### src/rtl/button_press_classifier.sv
// Push-button conditioner: 2-FF synchroniser, press/release debounce, and
// short/long classification with optional auto-repeat of the long pulse.
module button_press_classifier #(
    parameter int unsigned DEBOUNCE_CYCLES = 500000,
    parameter int unsigned LONG_CYCLES     = 50000000,
    parameter int unsigned REPEAT_CYCLES   = 10000000,
    parameter bit          REPEAT_EN       = 1'b1,
    parameter int unsigned CNT_W           = 26
) (
    input  logic clk,
    input  logic rst,
    input  logic btn_raw,
    output logic inc_short,
    output logic inc_long,
    output logic held
);

    localparam logic [CNT_W-1:0] DEB_LAST  = CNT_W'(DEBOUNCE_CYCLES - 1);
    localparam logic [CNT_W-1:0] LONG_LAST = CNT_W'(LONG_CYCLES - 1);
    localparam logic [CNT_W-1:0] REP_LAST  = CNT_W'(REPEAT_CYCLES - 1);

    typedef enum logic [2:0] {
        IDLE,
        DEB_PRESS,
        PRESSED,
        LONG_HOLD,
        DEB_RELEASE
    } state_t;

    state_t           state_q, state_d;
    logic [1:0]       sync_q, sync_d;
    logic [CNT_W-1:0] cnt_q, cnt_d;
    logic [CNT_W-1:0] rcnt_q, rcnt_d;
    logic             short_pending_q, short_pending_d;
    logic             held_q, held_d;
    logic             inc_short_q, inc_short_d;
    logic             inc_long_q, inc_long_d;
    logic             btn_s;

    assign btn_s  = sync_q[1];
    assign sync_d = {sync_q[0], btn_raw};

    always_ff @(posedge clk) begin
        if (rst) begin
            sync_q          <= '0;
            state_q         <= IDLE;
            cnt_q           <= '0;
            rcnt_q          <= '0;
            short_pending_q <= 1'b0;
            held_q          <= 1'b0;
            inc_short_q     <= 1'b0;
            inc_long_q      <= 1'b0;
        end else begin
            sync_q          <= sync_d;
            state_q         <= state_d;
            cnt_q           <= cnt_d;
            rcnt_q          <= rcnt_d;
            short_pending_q <= short_pending_d;
            held_q          <= held_d;
            inc_short_q     <= inc_short_d;
            inc_long_q      <= inc_long_d;
        end
    end

    always_comb begin
        state_d         = state_q;
        cnt_d           = cnt_q;
        rcnt_d          = rcnt_q;
        short_pending_d = short_pending_q;
        held_d          = held_q;
        inc_short_d     = 1'b0;
        inc_long_d      = 1'b0;

        unique case (state_q)
            IDLE: begin
                if (btn_s) begin
                    state_d = DEB_PRESS;
                    cnt_d   = '0;
                end
            end

            DEB_PRESS: begin
                if (!btn_s) begin
                    state_d = IDLE;
                end else if (cnt_q == DEB_LAST) begin
                    state_d = PRESSED;
                    held_d  = 1'b1;
                    cnt_d   = '0;
                end else begin
                    cnt_d = cnt_q + 1'b1;
                end
            end

            // Release is tested first so it wins over the long threshold.
            PRESSED: begin
                if (!btn_s) begin
                    state_d         = DEB_RELEASE;
                    short_pending_d = 1'b1;
                    rcnt_d          = '0;
                end else if (cnt_q == LONG_LAST) begin
                    state_d    = LONG_HOLD;
                    inc_long_d = 1'b1;
                    cnt_d      = '0;
                end else begin
                    cnt_d = cnt_q + 1'b1;
                end
            end

            LONG_HOLD: begin
                if (!btn_s) begin
                    state_d         = DEB_RELEASE;
                    short_pending_d = 1'b0;
                    rcnt_d          = '0;
                end else if (cnt_q == REP_LAST) begin
                    if (REPEAT_EN) begin
                        inc_long_d = 1'b1;
                        cnt_d      = '0;
                    end
                end else begin
                    cnt_d = cnt_q + 1'b1;
                end
            end

            // cnt is left untouched here so a bounce resumes the hold timing.
            DEB_RELEASE: begin
                if (btn_s) begin
                    state_d = short_pending_q ? PRESSED : LONG_HOLD;
                end else if (rcnt_q == DEB_LAST) begin
                    inc_short_d     = short_pending_q;
                    held_d          = 1'b0;
                    short_pending_d = 1'b0;
                    state_d         = IDLE;
                end else begin
                    rcnt_d = rcnt_q + 1'b1;
                end
            end

            default: begin
                state_d = IDLE;
            end
        endcase
    end

    assign inc_short = inc_short_q;
    assign inc_long  = inc_long_q;
    assign held      = held_q;

endmodule
### config.mk
export PLATFORM = sky130hd
export DESIGN_NAME = button_press_classifier
export DESIGN_NICKNAME = d
export VERILOG_FILES = /design/src/rtl/button_press_classifier.sv
export SDC_FILE = /design/constraint.sdc
export NUM_CORES = 1
export LEC_CHECK = 0
export BUFFER_PORTS_ARGS = -buffer_cell sky130_fd_sc_hd__buf_2
export CAP_MARGIN = 25
export CORE_MARGIN = 1.5
export CORE_UTILIZATION = 50
export CTS_CLUSTER_DIAMETER = 120
export DETAILED_ROUTE_END_ITERATION = 12
export HOLD_SLACK_MARGIN = 0.1
export MAX_ROUTING_LAYER = met4
export PLACE_DENSITY = 0.68
export SLEW_MARGIN = 20
export SYNTH_ARGS = -nofsm -noshare
export SYNTH_HDL_FRONTEND = slang
export SYNTH_SLANG_ARGS = --single-unit
### constraint.sdc
create_clock -name clk -period 2.1 [get_ports clk]
set_clock_uncertainty 0.2 [all_clocks]
set_input_delay 0.21 -clock clk [delete_from_list [all_inputs] [get_ports clk]]
set_output_delay 0.21 -clock clk [all_outputs]
set_load 0.01 [all_outputs]
Word-level counts from Yosys, hierarchy flattened. Cells that the tools add are included.

Mux-type cells: 35. Reduce and logical (&&, ||, !) cells: 12. $add $sub $neg: 2. Bitwise logic cells: 2. Equality and inequality tests: 22.

Operators with widths (count): 2-to-1 mux 26 bit (10); one-hot mux 26 bit (4 select lines) (1); adder 26 x 1 -> 26 bit (second input constant) (2); equality test 26 x 19 -> 1 bit (second input constant) (2); one-hot mux 26 bit (2 select lines) (1); equality test 26 x 24 -> 1 bit (second input constant) (1); equality test 26 bit (second input constant) (1); 2-to-1 mux 3 bit (8); != test 2 bit (second input constant) (11); AND reduction 5 bit (4); one-hot mux 3 bit (5 select lines) (1); 2-to-1 mux 1 bit (11); != test 3 bit (second input constant) (3); equality test 3 x 2 -> 1 bit (second input constant) (2); one-hot mux 1 bit (2 select lines) (2); AND reduction 4 bit (1); nonzero test 2 bit (2); nonzero test 4 bit (1); OR reduction 4 bit (1); equality test 3 x 1 -> 1 bit (second input constant) (1); equality test 3 bit (second input constant) (1); logical NOT 3 bit (1); one-hot mux 1 bit (3 select lines) (1); nonzero test 3 bit (1); 2 further kinds (3).

Input port bits: 3. Bits in registers: 61.

Logic depth before layout (Yosys ltp). Gate-level depths: netlist (run 1).

Depth in word-level cells: 4. Mapped depth: 9. Gate-level depth less buffers: 7.

Worst setup path before layout (run 1). No wires, ideal clock.

Kind: reg2reg. Start: reg cnt_q[0]. End: reg cnt_q[17]. Stages on the path, launching flop included: 9. Buffers on the path: 1. Slack: -150 ps. Period minus slack after synthesis: 2250 ps. Required time: 1838 ps. Arrival time: 1988 ps. Cell sequence: dfxtp_1 > ha_1 > and4_1 > clkbuf_1 > nand2_1 > o32ai_4 > o31ai_2 > or3b_2 > nand3_1.

Word-level cells in the longest chain between the ends: 4.

Ends and longest elaborated chain: start, declared (RTL line 32) `logic [CNT_W-1:0] cnt_q, cnt_d;`; start signal, assigned (RTL line 56) `cnt_q <= cnt_d;`; adder 26 x 1 -> 26 bit (tied with other cells) (RTL line 90, 105, 120); 2-to-1 mux 26 bit, on equally long branches (RTL line 114, 100, 85); 2-to-1 mux 26 bit, on equally long branches (RTL line 110, 83, 96); one-hot mux 26 bit (4 select lines) * (RTL line 74) `unique case (state_q)`.

Mark *: on every way between the ends. The rest lies on a longest branch, timed or not. The select of a mux whose other input is x is not followed. A chain may end at the register's enable or synchronous reset.

Final worst setup path (run 1).
Start: reg cnt_q[21]. End: reg cnt_q[9].

Word-level cells in the longest chain between the ends: 4.

Ends and longest elaborated chain: equality test 26 x 24 -> 1 bit (tied with other cells) (RTL line 114) `end else if (cnt_q == REP_LAST) begin`; 2-to-1 mux 26 bit, on equally long branches (RTL line 114, 100, 85); 2-to-1 mux 26 bit, on equally long branches (RTL line 110, 83, 96); one-hot mux 26 bit (4 select lines) * (RTL line 74).

Marked as above.

==> flow_summary.toml, run 1 <==
[route]
drc = 1
post_drt_wl_per_cell_um = 16.3
first_pass_iters = 9
drt_wl_total_mm = 9.91
viasPerCell = 6.14
vias = 3742
drtIter0Drc = 335
antenna_left = 0

[setup_path]
cp.arrival_ns = 2.29
r2r_start = "cnt_q[21]$_SDFFE_PP0P_"
max_stage_delay_ns = 0.55
worst_setup_path_end_kind = "flip-flop"
worstPathMaxFanout = 6
critical_path_class = "reg -> reg"
crit_family = "compound AO/OA/AOI/OAI gates"
cp.required_ns = 2.14
r2r_cells = 7
r2r-end = "cnt_q[9]$_SDFFE_PP0P_"
start_kind = "flip-flop"
critPathBufInv = 1
crit_chain = "nand2_1 -> or4_4 -> o32ai_4 -> o31ai_4 -> buf_12 -> a21boi_1 -> a21o_1"
r2r_setup_slack_ns = -0.15
crit_slowest_cell = "or4_4"

[logic_synthesis]
yosysTopAreaCellShare = 0.361
syn_area_per_cell_um2 = 7.85
async_flop_share = 0
ys_ff_latch = 61
synth_edf_count = 0
synthFlopType = "dfxtp_1"
syn-num-nets = 437
synth-seq-area-share = 0.361
syn_inst = 431
synth_area_um2 = 3380
ys_warn_count = 0
netlist_top_cells_area = "dfxtp_1 (36%), nand3_1 (5.6%), a21oi_1 (5.0%), nor2_1 (4.7%), nand2_1 (4.3%)"
synth_top_area_cell = "dfxtp_1"
synth_cell_types = 59

[place]
gp_congestion = 0.946
portBuffers = 5
dp_worst_setup_slack_ns = -0.144
hpwl_mm = 6.55

[timing]
fmax_ghz = 0.445
finalHoldViolCount = 0
slew_headroom = 0.639
tightest_slew_ns = 0.541
rsz0062_at_grt = "true"
timing.final.ws_setup_ns = -0.148
final.period_utilization = 1.07
finalCriticalPeriod_ns = 2.25
setup_viol = 37
drv_slew = 0
hold_ws_ns = 0.248
setup_tns_ns = -2.04

[floorplan]
pin_count = 6
core_um2 = 6460
dieArea_um2 = 7270
die_h_um = 85.3
die_x_um = 85.3
initial_core_util = 0.524
rows = 29

[pwr]
ir_drop_mv = 0.430
p_leak_nw = 1.75
p_per_area_nw_per_um2 = 487

[global_route]
grt_first_pass_wirelength_mm = 15.9
overflow = 0
antenna_found_initial = 0
grt_max_degree = 25
grt_usage = 0.282
grt_pass1_vias = 3447

[clock_tree]
tritoncts = "done"
path_clk_slew_ns = 0.07
h-tree-depth = 3
clock_sinks = 61
cts_made_buffers = 9
clockRootBuffer = "clkbuf_8"
insertion_delay_ns = 0.34
clockBufferDepth = 2

[outcome]
status = "complete, but fails checks"
violations = "design-rule violations, negative setup slack"

[min_path]
hold_path_class = "reg -> reg"
holdPathEnd = "sync_q[1]$_SDFF_PP0_"
whs_path_depth = 1
hp-start = "sync_q[0]$_SDFF_PP0_"

[layout]
layout.nets = 533
drive_above_1_share = 0.338
diodes = 0
area_growth_pct = 38.6

[job]
cap_violations = 0
-- metal layers --
metal	GRT usage	wire, um	part of all wire
met1	0.372	4530	0.46
met2	0.420	4540	0.46
met3	0.0720	613	0.062
met5	-	0	0
met4	0.0968	223	0.023
-- placed cells by master (no fill, tap or decap), types with 4 or more instances in the layout --
cell	netlist	layout
nor2_1	42	41
buf_2	7	5
mux2i_1	6	6
nand3_1	38	33
nor3_1	14	13
dfxtp_2	0	13
or3_1	14	13
a31oi_1	11	11
dfxtp_1	61	48
inv_1	5	5
a21oi_1	34	25
xor2_1	12	12
nand4_1	23	23
nor4_2	0	4
xnor2_1	4	4
and3_1	13	12
a21oi_2	0	9
nand2_1	39	37
o21ai_0	11	8
clkbuf_8	0	10
buf_6	3	10
buf_4	0	87
o21ai_1	13	13
nand3_2	0	5
nor4_1	9	5
-- power by group --
| group | total [mW] | internal [mW] | switching [mW] | leakage [nW] |
|---|---|---|---|---|
| registers | 1.16 | 1.16 | 0.000745 | 0.498 |
| logic | 0.0792 | 0.0283 | 0.0509 | 1.16 |
| clock network | 1.05 | 0.577 | 0.469 | 0.0964 |
-- synthesized netlist by cell type (all sizes together) (6+ instances only) --
library cell  count
nor4              9
a31oi            11
dfxtp            61
a21oi            35
nor2             42
buf              11
nand3            38
xor2             12
nand2            39
nor3             14
o21ai            25
clkbuf           12
mux2i             6
or3              14
and3             13
nand4            23
-- logic make-up (layout without fill, tap and decap cells) --
logic type | after synthesis | after routing | share of synthesized area
muxes | 6 | 6 | 0.0178
DFF | 61 | 61 | 0.361
and+or+nand+nor | 227 | 227 | 0.363
AOI/OAI and AO/OA | 89 | 89 | 0.164
adders and majority gates | 3 | 3 | 0.0111
buffers and inverters | 29 | 130 | 0.0418
xor gates and xnor gates | 16 | 16 | 0.0414
-- through the flow --
step,std cells,instance area [um^2],util,power [mW]
final,609,4690,0.726,2.28
after global routing,609,4690,0.726,2.37
after CTS,606,4450,0.689,2.28
after detailed placement,584,4170,0.646,1.25
after global placement,584,4170,0.646,1.25
after floorplan,431,3450,-,1.22
-- worst max path at each step --
stage,start,end,slack (ns),depth (start not counted)
after CTS,cnt_q[13]$_SDFFE_PP0P_,cnt_q[4]$_SDFFE_PP0P_,-0.12,7
final,cnt_q[21]$_SDFFE_PP0P_,cnt_q[9]$_SDFFE_PP0P_,-0.15,7
after global routing,cnt_q[13]$_SDFFE_PP0P_,cnt_q[4]$_SDFFE_PP0P_,-0.21,7
after detailed placement,cnt_q[13]$_SDFFE_PP0P_,cnt_q[14]$_SDFFE_PP0P_,-0.14,7
after floorplan,cnt_q[0]$_SDFFE_PP0P_,cnt_q[17]$_SDFFE_PP0P_,-0.01,8
after global placement,cnt_q[0]$_SDFFE_PP0P_,cnt_q[9]$_SDFFE_PP0P_,-0.08,8
-- final cells by class --
class | instances | area (um^2)
fill | 483 | 1770
clock buffer | 12 | 145
timing repair buffer | 108 | 896
multi-input combinational | 341 | 2250
clock inverter | 4 | 47.5
inverter | 6 | 22.5
sequential | 61 | 1240
tap | 77 | 96.3
-- repair_timing --
| item | in CTS | in global routing |
|---|---|---|
| gates resized for setup | 17 | 47 |
| cloned | 1 | 1 |
| buffers inserted | 3 | 4 |
| setup endpoints to repair | 44 | 56 |
| endpoints found under the hold margin | 3 | 0 |
| pin swaps | 6 | 21 |
| hold buffers | 2 | 0 |
-- flip-flops by register name (all words and copies together), names as in the netlist --
register	flops
inc_long	1
inc_short	1
sync_q	2
rcnt_q	26
cnt_q	26
state_q	3
held	1
short_pending_q	1
No activity file was read; power rests on OpenSTA's default activity.
==> inputs of run 2 (changes only) <==
- CTS_BUF_LIST: unset -> sky130_fd_sc_hd__clkbuf_4
==> run 2 against run 1 <==
The run still ends with design-rule violations, negative setup slack left. Design area decreased by 2.1%. Final cell count increased by 0.33%. Sequential share of layout area increased by 0.64 points. Hold slack improved by 0.014 ns. Worst setup slack got worse by 0.019 ns. Largest power group unchanged.
==> flow_summary.toml, run 2 (synthesis gave the netlist of run 1 again) <==
[layout]
top_regs = "cnt_q: 26 flops, rcnt_q: 26 flops, state_q: 3 flops"
stdcell_count = 611
area_growth_pct = 35.8
diodes = 0
layout.nets = 535
layout_commonest_cell = "buf_4"
mostFrequentLayoutCells = "buf_4 (92), dfxtp_1 (45), nor2_1 (40)"
drive_above_1_share = 0.341

[route]
vias = 3638
first_pass_iters = 10
antenna_left = 0
drc = 1
drtIter0Drc = 255
drt_wl_total_mm = 9.50
viasPerCell = 5.95
post_drt_wl_per_cell_um = 15.5

[timing]
final.period_utilization = 1.08
slew_headroom = 0.696
timing.final.ws_setup_ns = -0.167
finalHoldViolCount = 0
rsz0062_at_grt = "true"
setup_viol = 28
fmax_ghz = 0.441
hold_ws_ns = 0.262
tightest_slew_ns = 0.451
finalCriticalPeriod_ns = 2.27
drv_slew = 0

[pwr]
ir_drop_mv = 0.309
p_leak_nw = 1.74
p_per_area_nw_per_um2 = 448
total_power_mw = 2.06

[floorplan]
dieArea_um2 = 7270
die_x_um = 85.3
rows = 29
die_h_um = 85.3
pin_count = 6
core_um2 = 6460
initial_core_util = 0.524

[setup_path]
cp.arrival_ns = 2.38
critical_path_class = "reg -> reg"
r2r-end = "cnt_q[9]$_SDFFE_PP0P_"
start_kind = "flip-flop"
worstPathMaxFanout = 12
cp-startpoint = "cnt_q[19]$_SDFFE_PP0P_"
cp.required_ns = 2.22
r2r_cells = 7
setup.worst_path.end = "cnt_q[9]$_SDFFE_PP0P_"
worst_setup_path_end_kind = "flip-flop"
r2r_setup_slack_ns = -0.17
r2r_start = "cnt_q[19]$_SDFFE_PP0P_"

[job]
cap_violations = 0

[clock_tree]
h-tree-depth = 3
clockRootBuffer = "clkbuf_4"
insertion_delay_ns = 0.41
cts_made_buffers = 9
tritoncts = "done"
path_clk_slew_ns = 0.10
clockBufferDepth = 2
clock_sinks = 61

[min_path]
hold_path_class = "reg -> reg"

[global_route]
grt_first_pass_wirelength_mm = 15.5
grt_pass1_vias = 3394
overflow = 0
antenna_found_initial = 0
grt_max_degree = 25
grt_usage = 0.274

[place]
place_inst = 584
gp_congestion = 0.946
hpwl_mm = 6.55
portBuffers = 5

[outcome]
status = "complete, but fails checks"
violations = "design-rule violations, negative setup slack"
run 2: cell types whose count changed in the layout (fill, tap and decap cells not counted), sizes merged:
cell and change:
clkbuf -2, clkinv +1, buf +2, dlygate4sd3 +1
run 2: worst min-delay path by stage:
stage	start	endpoint	slack (ns)	cells past startpoint
global route	sync_q[0]$_SDFF_PP0_	sync_q[1]$_SDFF_PP0_	0.29	1
global placement	btn_raw	sync_q[0]$_SDFF_PP0_	0.22	2
finish	sync_q[0]$_SDFF_PP0_	sync_q[1]$_SDFF_PP0_	0.26	1
detailed placement	sync_q[0]$_SDFF_PP0_	sync_q[1]$_SDFF_PP0_	0.23	1
CTS	sync_q[0]$_SDFF_PP0_	sync_q[1]$_SDFF_PP0_	0.26	1
floorplan	btn_raw	sync_q[0]$_SDFF_PP0_	0.14	1
run 2: metrics by stage:
step	setup TNS, ns	setup slack (ns)	cell area [um^2]	util
2_1_floorplan	-0.0416	-0.0107	3450	-
3_3_place_gp	-0.934	-0.0779	4170	0.646
3_5_place_dp	-2.18	-0.144	4170	0.646
4_1_cts	-1.08	-0.116	4410	0.683
5_1_grt	-5.38	-0.227	4590	0.711
6_report	-2.20	-0.167	4590	0.711
run 2: power by group:
part,internal [mW],switching [mW]
logic,0.0294,0.0504
clock network,0.382,0.439
registers,1.16,0.000842
total,1.57,0.491
run 2: what timing repair did:
| item | 4_1_cts | 5_1_grt |
|---|---|---|
| gates cloned | 1 | 0 |
| pin swaps | 6 | 22 |
| setup endpoints to repair | 44 | 56 |
| hold buffers | 3 | 0 |
| hold endpoints to repair | 13 | 0 |
| gates resized for setup | 20 | 37 |
| buffers inserted | 2 | 5 |
run 2: layout make-up:
cell class              count  area [um^2]
multi-input cells         341         2220
fillers                   506         1870
flip-flops and latches     61         1240
repair buffers            110          878
well taps                  77         96.3
clock buffers              11         82.6
clock inverters             5         51.3
inverters                   6         22.5
run 2: critical path, stage by stage, from the launching register on:
cell and delay (ns):
dfxtp_2 0.36, nand3_2 0.07, or4_4 0.57, o32ai_4 0.37, o31ai_4 0.14, buf_12 0.18
a21boi_1 0.12, a21o_1 0.15
run 2: routing by layer:
layer	global-route usage	vias up	part of all wire
met3	0.0691	14	0.051
met5	-	-	0
met1	0.365	1720	0.47
met4	0.0880	0	0.013
met2	0.408	106	0.46
li1	-	1798	-
==> inputs of run 3 (changes only) <==
- MAX_ROUTING_LAYER: met4 -> unset
- SLEW_MARGIN: 20 -> 5
==> run 3 against run 2 <==
The flow still finishes with violations (design-rule violations, negative setup slack). Sequential cell count did not move. Clock-buffer cell count fell by 2. Critical path depth unchanged. Hold slack worse by 0.0060 ns. Power up 5.5%. Worst setup slack improved by 0.063 ns. Die area unchanged. Register-to-register slack improved by 0.06 ns. Design area shrank 0.60%.
==> flow_summary.toml, run 3 (synthesis gave the netlist of run 1 again) <==
[place]
dp_worst_setup_slack_ns = -0.102
hpwl_mm = 6.56
portBuffers = 5
gp_congestion = 0.929

[min_path]
hp-start = "sync_q[0]$_SDFF_PP0_"
hold_path_class = "reg -> reg"

[setup_path]
start_kind = "flip-flop"
r2r_setup_slack_ns = -0.10
cp.arrival_ns = 2.31
cp-startpoint = "cnt_q[21]$_SDFFE_PP0P_"
critical_path_class = "reg -> reg"
cp.required_ns = 2.20
worst_setup_path_end_kind = "flip-flop"
worstPathMaxFanout = 11
r2r_start = "cnt_q[21]$_SDFFE_PP0P_"

[route]
antenna_left = 0
viasPerCell = 6.11
post_drt_wl_per_cell_um = 15.6
drtIter0Drc = 245
first_pass_iters = 9
drt_wl_total_mm = 9.45
vias = 3695
drc = 1

[clock_tree]
cts_made_buffers = 9
clockBufferDepth = 2
path_clk_slew_ns = 0.11
clockRootBuffer = "clkbuf_4"
insertion_delay_ns = 0.41
tritoncts = "done"
clock_sinks = 61
h-tree-depth = 3

[timing]
slew_headroom = 0.658
setup_viol = 22
drv_slew = 0
final.period_utilization = 1.05
timing.final.ws_setup_ns = -0.105
fmax_ghz = 0.454
tightest_slew_ns = 0.508
finalCriticalPeriod_ns = 2.20
finalHoldViolCount = 0
rsz0062_at_grt = "true"

[layout]
drive_above_1_share = 0.339
area_growth_pct = 34.9
multi_input_area_um2 = 2220
mostFrequentLayoutCells = "buf_4 (88), dfxtp_1 (45), nor2_1 (40)"
ff_latch_area_um2 = 1240
diodes = 0
fillers = 525
layout_commonest_cell = "buf_4"
top_regs = "cnt_q: 26 flops, rcnt_q: 26 flops, state_q: 3 flops"
layout.nets = 529

[floorplan]
die_x_um = 85.3
pin_count = 6
core_um2 = 6460
initial_core_util = 0.524
dieArea_um2 = 7270
rows = 29
die_h_um = 85.3

[pwr]
p_per_area_nw_per_um2 = 476
total_power_mw = 2.17
p_leak_nw = 1.70
ir_drop_mv = 0.429

[job]
cap_violations = 0

[global_route]
grt_max_degree = 25
grt_first_pass_wirelength_mm = 15.8
grt_usage = 0.270
grt_pass1_vias = 3416
antenna_found_initial = 0
overflow = 0

[outcome]
status = "complete, but fails checks"
violations = "design-rule violations, negative setup slack"
run 3: per-layer routing:
layer	vias up	share of wire	track usage
met2	123	0.46	0.420
met3	24	0.051	0.0574
li1	1788	-	-
met5	-	0	0
met4	0	0.019	0.126
met1	1760	0.47	0.360
run 3: worst paths after layout:
path,endpoint,cells past startpoint
worst max-delay path,cnt_q[9]$_SDFFE_PP0P_,7
worst min-delay path,sync_q[1]$_SDFF_PP0_,1
worst max register to register,cnt_q[9]$_SDFFE_PP0P_,7
worst min register to register,sync_q[1]$_SDFF_PP0_,1
run 3: worst max-delay path: stages (launching register included):
cell and delay [ns]:
dfxtp_1 0.37, nand2_1 0.10, or4_4 0.55, o32ai_4 0.28, o31ai_4 0.14, buf_12 0.18, a21boi_1 0.12, a21o_1 0.15
run 3: power breakdown:
group	internal (mW)	leakage [nW]	switching (mW)
sequential	1.16	0.500	0.000741
combinational	0.0289	1.12	0.0502
clock	0.476	0.0833	0.459
total	1.66	1.70	0.510
run 3: metrics by stage:
step	TNS, ns	instance area [um^2]	cells	utilization	hold slack (ns)
floorplan	-0.0416	3450	431	-	0.138
global placement	-0.954	4170	584	0.646	0.219
detailed placement	-1.78	4170	584	0.646	0.230
CTS	-0.402	4460	604	0.690	0.261
global route	-3.30	4570	605	0.707	0.273
finish	-0.670	4570	605	0.707	0.256
run 3: timing repair:
action                                  CTS  global route
endpoints found under the setup margin   44            52
hold buffers                              3             0
endpoints found under the hold margin    14             0
cloned                                    0             1
resized for setup                        29            30
setup buffers                             2             0
pin swaps                                10            12
run 3: layout make-up:
class | instances | share of cell area
Clock buffer | 9 | 0.0148
Tap cell | 77 | 0.0211
Multi-Input combinational cell | 341 | 0.485
Inverter | 6 | 0.00493
Sequential cell | 61 | 0.272
Clock inverter | 7 | 0.0197
Timing Repair Buffer | 104 | 0.182
